`src/rtl/vend_change_dispenser.sv`:
```
// Vending machine output stage: issues the vend strobe for a paid product, then pays
// change (or refunds) one coin at a time over a valid/ready handshake, largest coin first.
module vend_change_dispenser #(
  parameter int CW    = 4,
  parameter int PRICE = 5
) (
  input  logic          clk,
  input  logic          rst_n,
  input  logic          req_vend,
  input  logic          req_refund,
  input  logic [CW-1:0] credit_in,
  input  logic          quarter_empty,
  input  logic          dime_empty,
  input  logic          coin_ready,
  output logic          coin_valid,
  output logic [1:0]    coin_code,
  output logic          vend,
  output logic          busy,
  output logic          done
);

  // state  | meaning
  // IDLE   | waiting for req_vend / req_refund
  // VEND   | vend strobe high for one cycle
  // CHANGE | pick next coin from remaining credit, or finish when nothing is left
  // OFFER  | coin offered to the hopper, waiting for coin_ready
  // DONE   | done strobe high for one cycle
  typedef enum logic [2:0] {
    IDLE   = 3'd0,
    VEND   = 3'd1,
    CHANGE = 3'd2,
    OFFER  = 3'd3,
    DONE   = 3'd4
  } state_t;

  localparam logic [1:0] COIN_NONE    = 2'b00;
  localparam logic [1:0] COIN_NICKEL  = 2'b01;
  localparam logic [1:0] COIN_DIME    = 2'b10;
  localparam logic [1:0] COIN_QUARTER = 2'b11;

  localparam logic [CW-1:0] PRICE_C = CW'(PRICE);
  localparam logic [CW-1:0] VAL_Q   = CW'(5);
  localparam logic [CW-1:0] VAL_D   = CW'(2);
  localparam logic [CW-1:0] VAL_N   = CW'(1);

  state_t        state_q, state_d;
  logic [CW-1:0] rem_q, rem_d;
  logic          coin_valid_q, coin_valid_d;
  logic [1:0]    coin_code_q, coin_code_d;
  logic          vend_q, vend_d;
  logic          busy_q, busy_d;
  logic          done_q, done_d;

  logic [1:0]    coin_sel;
  logic [CW-1:0] coin_val;

  always_comb begin
    if (rem_q >= VAL_Q && !quarter_empty)   coin_sel = COIN_QUARTER;
    else if (rem_q >= VAL_D && !dime_empty) coin_sel = COIN_DIME;
    else                                    coin_sel = COIN_NICKEL;
  end

  always_comb begin
    case (coin_code_q)
      COIN_QUARTER: coin_val = VAL_Q;
      COIN_DIME:    coin_val = VAL_D;
      default:      coin_val = VAL_N;
    endcase
  end

  always_comb begin
    state_d      = state_q;
    rem_d        = rem_q;
    coin_valid_d = coin_valid_q;
    coin_code_d  = coin_code_q;
    vend_d       = 1'b0;
    done_d       = 1'b0;
    case (state_q)
      IDLE: begin
        if (req_refund) begin
          rem_d   = credit_in;
          state_d = CHANGE;
        end else if (req_vend) begin
          if (credit_in >= PRICE_C) begin
            rem_d   = credit_in - PRICE_C;
            vend_d  = 1'b1;
            state_d = VEND;
          end else begin
            rem_d   = credit_in;
            state_d = CHANGE;
          end
        end
      end
      VEND: state_d = CHANGE;
      CHANGE: begin
        if (rem_q == '0) begin
          done_d  = 1'b1;
          state_d = DONE;
        end else begin
          coin_valid_d = 1'b1;
          coin_code_d  = coin_sel;
          state_d      = OFFER;
        end
      end
      OFFER: begin
        // coin selection guarantees coin_val <= rem_q, so no underflow here
        if (coin_valid_q && coin_ready) begin
          rem_d        = rem_q - coin_val;
          coin_valid_d = 1'b0;
          coin_code_d  = COIN_NONE;
          state_d      = CHANGE;
        end
      end
      DONE: state_d = IDLE;
      default: begin
        state_d      = IDLE;
        rem_d        = '0;
        coin_valid_d = 1'b0;
        coin_code_d  = COIN_NONE;
      end
    endcase
    busy_d = (state_d != IDLE);
  end

  always_ff @(posedge clk or negedge rst_n) begin
    if (!rst_n) begin
      state_q      <= IDLE;
      rem_q        <= '0;
      coin_valid_q <= 1'b0;
      coin_code_q  <= COIN_NONE;
      vend_q       <= 1'b0;
      busy_q       <= 1'b0;
      done_q       <= 1'b0;
    end else begin
      state_q      <= state_d;
      rem_q        <= rem_d;
      coin_valid_q <= coin_valid_d;
      coin_code_q  <= coin_code_d;
      vend_q       <= vend_d;
      busy_q       <= busy_d;
      done_q       <= done_d;
    end
  end

  assign coin_valid = coin_valid_q;
  assign coin_code  = coin_code_q;
  assign vend       = vend_q;
  assign busy       = busy_q;
  assign done       = done_q;

endmodule

```
`config.mk`:
```
export PLATFORM = sky130hd
export DESIGN_NAME = vend_change_dispenser
export DESIGN_NICKNAME = d
export VERILOG_FILES = /design/src/rtl/vend_change_dispenser.sv
export SDC_FILE = /design/constraint.sdc
export NUM_CORES = 1
export LEC_CHECK = 0
export CAP_MARGIN = 20
export CORE_MARGIN = 2
export CORE_UTILIZATION = 53
export CTS_BUF_LIST = sky130_fd_sc_hd__clkbuf_16
export DETAILED_ROUTE_END_ITERATION = 10
export PLACE_DENSITY = 0.81
export SYNTH_ARGS = -nofsm -noshare
export SYNTH_HDL_FRONTEND = slang
export SYNTH_SLANG_ARGS = --single-unit
```
`constraint.sdc`:
```
create_clock -name clk -period 2.8 [get_ports clk]
set_input_delay 0.56 -clock clk [delete_from_list [all_inputs] [get_ports clk]]
set_output_delay 0.56 -clock clk [all_outputs]
set_load 0.02 [all_outputs]
```
**Word level (Yosys, flattened, before mapping)**

Index checks and enable logic that the tools add are counted.
W data, S select, Z words.

- Add/subtract/negate cells: 2
- Multipliers: 0
- Div/mod/pow operators: 0
- $lt $le $gt $ge: 3
- Eq/ne operators: 9
- Shifts and indexed selects: 0
- Multiplexer cells: 26
- Bitwise logic cells: 2
- Reductions and logical operators: 12

Operator list:

| kind | count |
|---|---|
| $mux W4 | 4 |
| $mux W3 | 4 |
| $pmux W3 S4 | 1 |
| $pmux W4 S3 | 1 |
| $mux W2 | 5 |
| $ge A4 B3 Y1 const B | 2 |
| $mux W1 | 8 |
| $eq A3 B2 Y1 const B | 2 |
| $pmux W2 S3 | 1 |
| $pmux W3 S2 | 1 |
| $reduce_and A3 Y1 | 2 |
| $reduce_or A3 Y1 | 2 |
| $eq A2 B2 Y1 const B | 2 |
| $ge A4 B2 Y1 const B | 1 |
| $logic_not A4 Y1 | 1 |
| $ne A2 B2 Y1 const B | 2 |
| $sub A4 B3 Y4 const B | 1 |
| $sub A4 B4 Y4 | 1 |
| $eq A3 B1 Y1 const B | 1 |
| $eq A3 B3 Y1 const B | 1 |
| $logic_and A1 B1 Y1 | 3 |
| $logic_not A3 Y1 | 1 |
| $ne A3 B3 Y1 const B | 1 |
| $pmux W1 S3 | 1 |
| 3 further kinds | 5 |

- Flip-flop bits (word level): 13
- Latch bits: 0
- Memory bits (writable): 0
- Bits in read-only memories: 0
- Input bits: 11
- Output and inout bits: 6
- Word-level logic and storage cells: 61
- Memories kept: 0

**Logic depth before layout (Yosys ltp)**

- Depth in word-level cells: 6
- Gate-level depth with buffers: 7
- Mapped depth without buffers: 7

**Worst setup path after synthesis**

Ideal clock, no wire load.

- Path kind: input to register
- From: input port credit_in[1]
- To: register busy_q, in the netlist busy
- Library setup time: 0.139 ns
- Arrival time: 1.749 ns
- Data required time: 2.661 ns
- Slack: 0.912 ns
- Stages: 7
- Path buffers: 0
- Cell sequence: inv_1 -> ha_1 -> nand2b_1 -> a21oi_1 -> nor2_1 -> nand3_1 -> or4b_1

- Word-level cells in the longest chain between the ends: 6

RTL lines:

| item | line | RTL |
|---|---|---|
| start, declared | 11 | `input logic [CW-1:0] credit_in,` |
| $ge A4 B3 Y1 | 84 | `if (credit_in >= PRICE_C) begin` |
| $mux W2 | 84 |  |
| $mux W3 | 83 | `end else if (req_vend) begin` |
| $mux W3 | 80 | `if (req_refund) begin` |
| $pmux W3 S4 | 78 | `case (state_q)` |
| $reduce_bool A3 Y1 | 122 | `busy_d = (state_d != IDLE);` |
| via busy_d | 51 | `logic busy_q, busy_d;` |
| end signal, assigned | 140 | `busy_q <= busy_d;` |
| end, declared | 51 |  |

The timed path passes the listed nets, and every way through them passes these cells.
A chain may end at the register's enable or synchronous reset.

**Worst setup path after layout**

Same ends and word-level chain as after synthesis.

==> metrics.md <==
| Metric | Value |
|---|---|
| Pre-antenna DRT Iters | 4 |
| Skew-Pair Late Insertion Delay | 240 ps |
| Hold depth | 2 |
| Die height | 44.04 um |
| Fin Clk Skew | 5.652 ps |
| TritonCTS Sinks | 13 |
| Required time of the critical path | 2900 ps |
| Setup crit end kind | register |
| Die width | 44.04 um |
| Worst r2r path cells | 4 |
| Total power | 1.308 mW |
| PwrDens | 1194 mW/mm^2 |
| Layout cells sized above 1 | 7.018% |
| Min Tclk post-route | 2430 ps |
| Die area | 0.001939 mm^2 |
| # setup viols final | 0 |
| CTS tree | built |
| Register area share after synthesis | 38.29% |
| Pre-CTS setup slack | 155.6 ps |
| Cts repair resizes | 0 |
| Number of global-route vias before repair | 733 |
| Syn avg cell area | 8.758 um^2 |
| WL final | 1.892 mm |
| Peak VDD IR | 0.6310 mV |
| Post-synth top cells | 13 x dfrtp_1, 11 x nand2_1, 8 x inv_1, 8 x o21ai_0, 7 x a21oi_1 |
| Initial antenna violation count | 0 |
| CTS Root Cell | clkbuf_16 |
| First-pass GRT wire length | 3.284 mm |
| Yosys top cell area share | 38.29% |
| Final hold vios | 0 |
| Synth unique cells | 31 |
| Reg2Reg Launch Point | rem_q[3]$_DFFE_PN0P_ |
| Predominant post-synthesis flop cell | dfrtp_1 |
| Status | complete, no violations |
| Routed met2 length | 898 um |
| TritonCTS Buffers | 3 |
| H-tree levels | 1 |
| Hold buffers post-CTS | 0 |
| Post-CTS setup buffers | 0 |
| Antenna diode count | 0 |
| Ys Warns | 0 |
| Net Count, Synth | 114 |
| Reg clk slew, reported paths | 40 ps |
| Post-DP HPWL | 1.408 mm |
| Critical path data arrival time | 2530 ps |
| Setup TNS | 0 ps |
| Grt total ovfl | 0 |
| Final ANT Viol Nets | 0 |
| Port bufs | 16 |
| Gr usage total | 23.39% |
| Slew @ Worst Pin | 585.3 ps |
| Avg WL per Cell | 14.55 um |
| Maxcap violations | 0 |
| Max Slew Vio Count | 0 |
| Critical path startpoint | credit_in[1] |
| Post-synth ARST share | 100.0% |
| Crit path kind | input port to register |
| Relative slew slack | 60.86% |
| Number of flops mapped to enable cells by yosys | 0 |
| Area contributors post-synth | dfrtp_1 38%, ha_1 7.4%, nand2_1 4.9% |
| Leak Pwr | 0.4940 nW |
| Fmax | 0.4114 GHz |
| Cell taking the most area after synthesis | dfrtp_1 |
| Metal1 wirelength | 848 um |
| # rows | 14 |
| Hold slack | 536.5 ps |
| Core Area | 0.001506 mm^2 |
| Residual DRC count | 0 |
| Largest net degree at the start of global routing | 14 |
| Hold Path Class | register to register |
| I/O pins | 17 |
| Bufs on Longest Clock Path | 2 |
| DR vias/cell | 5.923 |
| Met3 routed WL | 108 um |
| Synthesized instance count | 97 |
| Top Layer Used | met4 |
| Initial detailed-routing violation count | 22 |
| Layout area overhead | 29.01% |
| #FFs+latches synth | 13 |
| Final setup margin | 369.6 ps |
| Cell Area, Synth | 849.6 um^2 |
| Routability-driven placement congestion ratio | 0.8501 |
| Via count | 770 |
| Max FO, Critical Path | 4 |
| Most frequent cell after synthesis | dfrtp_1 |
| Critical path startpoint category | input port |
| Initial core utilization | 56.40% |
| RSZ-0062 raised after global routing | no |
| Hold_sp | coin_valid$_DFFE_PN0P_ |
| Final nets | 132 |
| Fin crit share | 86.80% |
-- critical path, stage by stage --
cell	delay [ps]
clkdlybuf4s50_1	520
inv_1	80
ha_1	190
nand2b_1	170
a21oi_1	270
nor2_1	120
nand3_1	150
or4b_1	470
-- worst paths after layout --
path                                            endpoint  slack (ps)
worst max-delay path                      busy$_DFF_PN0_         370
worst min-delay path              coin_valid$_DFFE_PN0P_         540
worst max register to register            busy$_DFF_PN0_         820
worst min register to register    coin_valid$_DFFE_PN0P_         540
max in group asynchronous           state_q[2]$_DFF_PN0_        1720
min in group asynchronous       coin_code[0]$_DFFE_PN0P_         690
-- stage by stage --
stage          cells  util (%)  instance area, um^2
6_report         130     72.76                 1096
2_1_floorplan     97         -                849.6
3_3_place_gp     126     67.52                 1017
3_5_place_dp     126     67.52                 1017
5_1_grt          130     72.76                 1096
4_1_cts          130     72.76                 1096
-- cell usage in the layout, fill, tap and decap left out, types with 3 or more instances in the layout --
cell             count
o21ai_0              8
nand2_1             11
nand2b_1             3
inv_1                9
nand3_1              3
ha_1                 5
clkbuf_16            3
nor2_1               6
a21oi_1              7
a21o_1               3
a31oi_1              3
clkdlybuf4s50_1     16
nor3_1               4
nor4_1               4
dfrtp_1             13
-- final cells by class --
type / instances / area, um^2
clock inverter: 1 / 3.754
clock buffer: 3 / 75.07
tap: 16 / 20.02
timing repair buffer: 16 / 160.2
fill: 122 / 410.4
sequential: 13 / 325.3
multi-input combinational: 73 / 481.7
inverter: 8 / 30.03
-- layer usage --
metal	track usage (%)	vias to the layer above
met4	9.091	0
met2	39.12	34
met5	0	-
li1	-	389
met3	4.898	4
met1	29.63	343
-- cell families after synthesis --
logic type / count (synthesis) / synth area share (%)
AND/OR/NAND/NOR: 35 / 21.35
AO/OA/AOI/OAI: 30 / 23.42
adder cells (fa/ha/maj): 6 / 9.720
multiplexers: 1 / 1.178
flip-flops: 13 / 38.29
buffers and inverters: 11 / 5.007
XOR/XNOR: 1 / 1.031
-- power breakdown --
group | switching (mW) | total [mW] | leakage [nW] | internal [mW]
Sequential | 0.106 | 0.376 | 0.156 | 0.270
Clock | 0.0776 | 0.266 | 0.0423 | 0.188
Combinational | 0.359 | 0.667 | 0.296 | 0.308
-- sequential cells by signal, indices dropped and copies added, names as in the netlist --
register	cells
coin_code	2
state_q	3
done	1
rem_q	4
busy	1
coin_valid	1
vend	1
Power figures use the tool's default switching activity.
